<file path="src/rtl/redn_seq.sv">
// Sequential bitwise reduction (AND/OR/XOR/XNOR) of a WIDTH-bit operand,
// folding CHUNK bits per cycle through an IDLE -> RUN -> DONE state machine.
module redn_seq #(
  parameter int WIDTH = 16,
  parameter int CHUNK = 4
) (
  input  logic             clk,
  input  logic             rst_n,
  input  logic             in_valid,
  output logic             in_ready,
  input  logic [WIDTH-1:0] a,
  input  logic [1:0]       mode,
  output logic             out_valid,
  input  logic             out_ready,
  output logic             y,
  output logic             busy,
  output logic [1:0]       dbg_state
);

  // Handshakes: a transfer happens on a rising clk edge where valid and ready
  // are both 1. in_ready is 1 only in IDLE, out_valid only in DONE, and y is
  // held stable in DONE until the consumer accepts it.

  localparam int CHUNK_S = (CHUNK < 1) ? 1 : CHUNK;
  localparam int N       = (WIDTH / CHUNK_S < 1) ? 1 : WIDTH / CHUNK_S;
  localparam int CW      = ($clog2(N + 1) < 1) ? 1 : $clog2(N + 1);
  localparam bit PARAM_OK = (WIDTH >= 1) && (CHUNK >= 1) && (CHUNK <= WIDTH) &&
                            ((WIDTH % CHUNK_S) == 0);

  if (!PARAM_OK) begin : g_bad_params
    $error("redn_seq: need WIDTH >= 1, 1 <= CHUNK <= WIDTH and WIDTH %% CHUNK == 0");
  end

  typedef enum logic [1:0] {
    IDLE = 2'd0,
    RUN  = 2'd1,
    DONE = 2'd2
  } state_t;

  state_t            state;
  logic [WIDTH-1:0]  opnd;
  logic [1:0]        op;
  logic              acc;
  logic [CW-1:0]     k;
  logic [CHUNK_S-1:0] chunk;
  logic              fold;

  assign dbg_state = state;

  // XNOR folds as XOR; the inversion is applied once when the result is latched.
  always_comb begin
    chunk = CHUNK_S'(opnd >> (int'(k) * CHUNK_S));
    case (op)
      2'b00:   fold = acc & (&chunk);
      2'b01:   fold = acc | (|chunk);
      default: fold = acc ^ (^chunk);
    endcase
  end

  always_ff @(posedge clk or negedge rst_n) begin
    if (!rst_n) begin
      state     <= IDLE;
      opnd      <= '0;
      op        <= '0;
      acc       <= 1'b0;
      k         <= '0;
      in_ready  <= 1'b1;
      out_valid <= 1'b0;
      y         <= 1'b0;
      busy      <= 1'b0;
    end else begin
      case (state)
        IDLE: begin
          if (in_valid) begin
            opnd     <= a;
            op       <= mode;
            acc      <= (mode == 2'b00);
            k        <= '0;
            state    <= RUN;
            in_ready <= 1'b0;
            busy     <= 1'b1;
          end
        end
        RUN: begin
          acc <= fold;
          k   <= k + CW'(1);
          if (k == CW'(N - 1)) begin
            state     <= DONE;
            out_valid <= 1'b1;
            y         <= (op == 2'b11) ? ~fold : fold;
          end
        end
        DONE: begin
          if (out_ready) begin
            state     <= IDLE;
            out_valid <= 1'b0;
            y         <= 1'b0;
            busy      <= 1'b0;
            in_ready  <= 1'b1;
          end
        end
        default: begin
          state     <= IDLE;
          in_ready  <= 1'b1;
          out_valid <= 1'b0;
          y         <= 1'b0;
          busy      <= 1'b0;
        end
      endcase
    end
  end

endmodule

</file>
<file path="config.mk">
export PLATFORM = sky130hd
export DESIGN_NAME = redn_seq
export DESIGN_NICKNAME = d
export VERILOG_FILES = /design/src/rtl/redn_seq.sv
export SDC_FILE = /design/constraint.sdc
export NUM_CORES = 1
export LEC_CHECK = 0
export ABC_AREA = 1
export BUFFER_PORTS_ARGS = -buffer_cell sky130_fd_sc_hd__buf_2
export CAP_MARGIN = 20
export CORE_UTILIZATION = 25
export CTS_BUF_LIST = sky130_fd_sc_hd__clkbuf_16
export DETAILED_ROUTE_END_ITERATION = 6
export GPL_ROUTABILITY_DRIVEN = 0
export PLACE_DENSITY_LB_ADDON = 0.2
export SETUP_SLACK_MARGIN = 0.2
export SYNTH_ARGS = -nofsm -noshare
export SYNTH_HDL_FRONTEND = slang
export SYNTH_SLANG_ARGS = --single-unit
</file>
<file path="constraint.sdc">
create_clock -name clk -period 2.1 [get_ports clk]
set_input_delay 0.105 -clock clk [delete_from_list [all_inputs] [get_ports clk]]
set_output_delay 0.105 -clock clk [all_outputs]
set_load 0.05 [all_outputs]
</file>
* Word level (Yosys, flattened, before mapping)
Cells that the tools add are included.
** Cells by class
- Add/subtract/negate cells :: 1
- Reduce and logical (&&, ||, !) cells :: 12
- Equal/unequal tests :: 8
- Bitwise operators :: 6
- Multiplexer cells :: 20
- Shift operators :: 1
** Operators with widths (number)
- $shr 16x5->4 :: 1
- $pmux 1 s3 :: 4
- $reduce_and 3->1 :: 3
- $mux 1 :: 8
- $logic_not 2->1 :: 3
- $mux 2 :: 3
- $ne 2x2->1 const B :: 3
- $pmux 2 s3 :: 1
- $pmux 3 s2 :: 1
- $eq 2x1->1 const B :: 2
- $eq 2x2->1 const B :: 2
- $pmux 1 s2 :: 2
- $reduce_and 2->1 :: 2
- $reduce_and 4->1 :: 1
- $reduce_or 4->1 :: 1
- $reduce_xor 4->1 :: 1
- $add 3x1->3 const B :: 1
- $eq 3x2->1 const B :: 1
- $mux 3 :: 1
- $not 1->1 :: 3
- $reduce_bool 2->1 :: 1
- $and 1x1->1 :: 1
- $or 1x1->1 :: 1
- $xor 1x1->1 :: 1
** Word-level totals
- Bits of input ports :: 22
- Output and inout bits :: 6
- Word-level logic and storage cells :: 57
- Bits in registers :: 28

* Logic depth before layout (Yosys ltp)
- Depth after elaboration :: 8
- Depth in mapped cells :: 15
- Gate-level depth less buffers :: 14

* Worst setup path before layout
Ideal clock, no wire load.
- Path kind :: reg2reg
- From :: reg k[0]
- To :: reg y
- Stages on the path, launching flop included :: 16
- Setup time :: 0.118 ns
- Setup slack :: 0.304 ns
- Data required time :: 1.982 ns
- Path buffers :: 1
- Period minus slack after synthesis :: 1.796 ns
- Arrival :: 1.679 ns
- Cells stage by stage :: dfrtp_1 > buf_4 > nor2_1 > nor2_1 > o21ai_1 > a21oi_1 > inv_1 > ha_1 > inv_1 > nand2_1 > nand3_1 > nand3_1 > nand2_1 > nand2_1 > nand3_1 > nand2_1
** Between the ends
- Longest elaborated chain between the ends :: 8
- Elaborated cells on any way between the ends :: 15
- Classes of those cells :: 2 x eq/ne; 1 x shift; 4 x mux; 4 x bitwise; 4 x reduce/logical
** Ends and longest elaborated chain
- start, declared :: line 44 : logic [CW-1:0] k;
- start signal, assigned :: line 86 : k <= k + CW'(1);
- $shr 16x5->4 :: line 52 : chunk = CHUNK_S'(opnd >> (int'(k) * CHUNK_S));
- $reduce_xor 4->1, or another cell as far along :: line 56 : default: fold = acc ^ (^chunk);
- $xor 1x1->1, or another cell as far along :: line 56
- $pmux 1 s2 :: line 53 : case (op)
- $not 1->1 :: line 90 : y <= (op == 2'b11) ? ~fold : fold;
- $mux 1 :: line 90
- $mux 1 :: line 87 : if (k == CW'(N - 1)) begin
- $pmux 1 s3 :: line 72 : case (state)
- end signal, assigned :: line 90
- end, declared :: line 15 : output logic y,
Parallel ways exist; a longest one is shown, timed or not. The select of a mux whose other input is x is not followed.
A chain may end at the register's enable or synchronous reset.

* Final worst setup path
Same ends and word-level chain as after synthesis.

==> flow_metrics.env <==
export IMPL_run_status="finished, final reports clean"
export IMPL_via_count_of_the_first_global_routing_pass=1263
export IMPL_worst_endpoint_arrival_ps=2030
export IMPL_firstDrtPassIters=4
export IMPL_clock_transition_time_at_the_flip_flop_clock_pins_of_the_worst_setup_and_hold_paths_ps=70
export IMPL_synth_cell_types=21
export IMPL_grt_pass1_wl_mm=5.91
export IMPL_skew_pair_late_insertion_delay_ps=260
export IMPL_mapped_nets=211
export IMPL_dp_final_hpwl_mm=2.27
export IMPL_detailed_place_area_um2=1700
export IMPL_finClkSkew_ps=4.29
export IMPL_final_util=0.341
export IMPL_max_vdd_ir_drop_uv=539
export IMPL_floorplan_die_area_um2=6360
export IMPL_multiInputGateArea_um2=763
export IMPL_cts_inserted_buffers=3
export IMPL_synth_top_area_share=0.447
export IMPL_power_leakage_nw=1.05
export IMPL_i_o_pins=28
export IMPL_drive_gt1_frac=0.376
export IMPL_yosys_warnings=0
export IMPL_syn_area_per_cell_um2=8.25
export IMPL_coreArea_um2=5680
export IMPL_maxSlewHeadroom=0.585
export IMPL_antennaDiodeCount=0
export IMPL_dr_first_iter_drc_count=28
export IMPL_netlist_area_before_placement_um2=1510
export IMPL_worst_pin_slew_ps=622
export IMPL_grt_usage=0.121
export IMPL_portBuffers=27
export IMPL_tritoncts="built"
export IMPL_maxCapViolations=0
export IMPL_clock_sinks=28
export IMPL_post_synth_main_area_contributors="dfrtp_1, nand2_1, nand2_4"
export IMPL_period_minus_slack_ps=1880
export IMPL_clk_root_buffer_cell="clkbuf_16"
export IMPL_setup_viols_final=0
export IMPL_final_nets=247
export IMPL_timing_max_transition_violations_final=0
export IMPL_drc=0
export IMPL_globalRouteOverflowTotal=0
export IMPL_critPathMaxFanout=8
export IMPL_hold_class="in -> reg"
export IMPL_netlist_top_cell_by_area="dfrtp_1"
export IMPL_timing_hold_violations_final=0
export IMPL_setup_tns_final_ps=0
export IMPL_fin_cells=290
export IMPL_synth_seq_area_share=0.465
export IMPL_fillers=618
export IMPL_area_sequential_um2=704
export IMPL_drt_vias_per_instance=4.28
export IMPL_avgRoutedWirePerCell_um=11.3
export IMPL_clock_fmax_mhz=532
export IMPL_grt_antenna_before_repair=0
export IMPL_chip_height_um=79.7
export IMPL_placed_cells_incl_taps=279
export IMPL_worst_endpoint_required_ps=2260
export IMPL_ctsLongestPathBuffers=2
export IMPL_power_per_cell_area_nw_per_um2=1790
export IMPL_postSynthCellCount=183
export IMPL_fin_area_um2=1940
export IMPL_core_rowCount=27
export IMPL_dieWidth_um=79.7
export IMPL_rsz0062_at_grt="true"
export IMPL_detail_route_antenna_nets=0
export IMPL_floorplan_initialDensity=0.266
export IMPL_setup_worst_path_start_class="register"
export IMPL_timing_final_crit_share=0.894
export IMPL_synthToLayoutAreaGrowth_pct=28.3
export IMPL_synth_seq_cells=28
export IMPL_critPathCaptureType="register"
export IMPL_timing_setup_critical_path_class="reg -> reg"
export IMPL_routed_wirelength_mm=3.29
export IMPL_layout_commonest_cell="nand2_1"
export IMPL_route_vias_total=1240
export IMPL_htreeDepth=1
export IMPL_grt_start_max_net_pins=29
export IMPL_final_cell_mix="nand2_1, buf_2, dfrtp_1, nor2_1, o21ai_1"
cell type report:
type / instances / share of cell area
clock inverter: 1 / 0.00194
timing repair buffer: 35 / 0.110
tap: 72 / 0.0465
inverter: 20 / 0.0452
multi-input combinational: 131 / 0.394
sequential: 28 / 0.363
clock buffer: 3 / 0.0387
worst max-delay path: stages, from the launching register on:
cell	delay [ps]
dfrtp_2	430
buf_12	140
inv_4	70
o21ai_1	90
a21oi_2	180
inv_2	70
ha_4	260
inv_4	60
nand2_1	60
nand3_2	70
nand3_2	90
nand2_1	80
nand2_1	50
nand3_1	70
nand2_1	50
routing by layer:
metal / track usage / part of all wire / up-vias
li1: - / - / 633
met1: 0.162 / 0.48 / 582
met2: 0.195 / 0.48 / 20
met3: 0.0183 / 0.023 / 5
met4: 0.0436 / 0.013 / 0
met5: 0 / 0 / -
kinds of logic (layout without fill, tap and decap cells):
kind of cell,Yosys count,after routing,synth area share
AO/OA/AOI/OAI,20,20,0.0721
flip-flops,28,28,0.465
adder cells (fa/ha/maj),6,6,0.0497
AND/OR/NAND/NOR,105,105,0.332
buffers and inverters,24,59,0.0812
timing repair:
item,CTS,global route
setup buffers,6,0
endpoints found under the setup margin,2,2
pin swaps,2,15
resized for setup,10,23
hold endpoints to repair,27,0
gates cloned,0,0
hold buffers,1,0
registers in the layout, indices dropped and copies added, names as in the netlist:
register   flops
acc            1
busy           1
dbg_state      2
in_ready       1
k              3
op             2
opnd          16
out_valid      1
y              1
final timing paths:
check,start,endpoint,slack (ps),cells after the start
hold reg to reg,busy$_DFFE_PN0P_,busy$_DFFE_PN0P_,470,2
setup / recovery,k[0]$_DFFE_PN0P_,y$_DFFE_PN0P_,220,14
max in group asynchronous,rst_n,k[0]$_DFFE_PN0P_,1260,2
hold / removal,a[5],opnd[5]$_DFFE_PN0P_,30,3
min in group asynchronous,rst_n,out_valid$_DFFE_PN0P_,400,2
setup reg to reg,k[0]$_DFFE_PN0P_,y$_DFFE_PN0P_,220,14
synth_stat cells:
| cell | n |
|---|---|
| nor2_1 | 17 |
| nand2_4 | 11 |
| buf_2 | 1 |
| dfrtp_1 | 27 |
| inv_1 | 16 |
| a21oi_1 | 5 |
| nand2_1 | 66 |
| o21ai_0 | 4 |
| o211ai_2 | 1 |
| ha_1 | 6 |
| nor2_4 | 1 |
| dfstp_2 | 1 |
| inv_8 | 1 |
| nor2_2 | 2 |
| buf_4 | 2 |
| o22ai_1 | 1 |
| o21ai_1 | 9 |
| inv_2 | 3 |
| nand3b_1 | 1 |
| buf_12 | 1 |
| nand3_1 | 7 |
power breakdown:
| group | total (mW) | internal (mW) | switching (mW) | leakage [nW] |
|---|---|---|---|---|
| Sequential | 1.01 | 0.804 | 0.209 | 0.342 |
| Clock | 0.435 | 0.255 | 0.179 | 0.0385 |
| Combinational | 2.03 | 0.816 | 1.21 | 0.674 |
| Total | 3.47 | 1.88 | 1.60 | 1.05 |
through the flow:
step / total power [mW] / hold slack [ps] / worst slack, ps
3_3_place_gp: 2.50 / 174 / 75.7
3_5_place_dp: 2.50 / 178 / 38.0
6_report: 3.47 / 31.6 / 222
5_1_grt: 3.82 / 42.8 / 85.2
4_1_cts: 3.18 / 31.0 / 200
2_1_floorplan: 2.20 / -191 / 304
No activity file was read; power rests on OpenSTA's default activity.
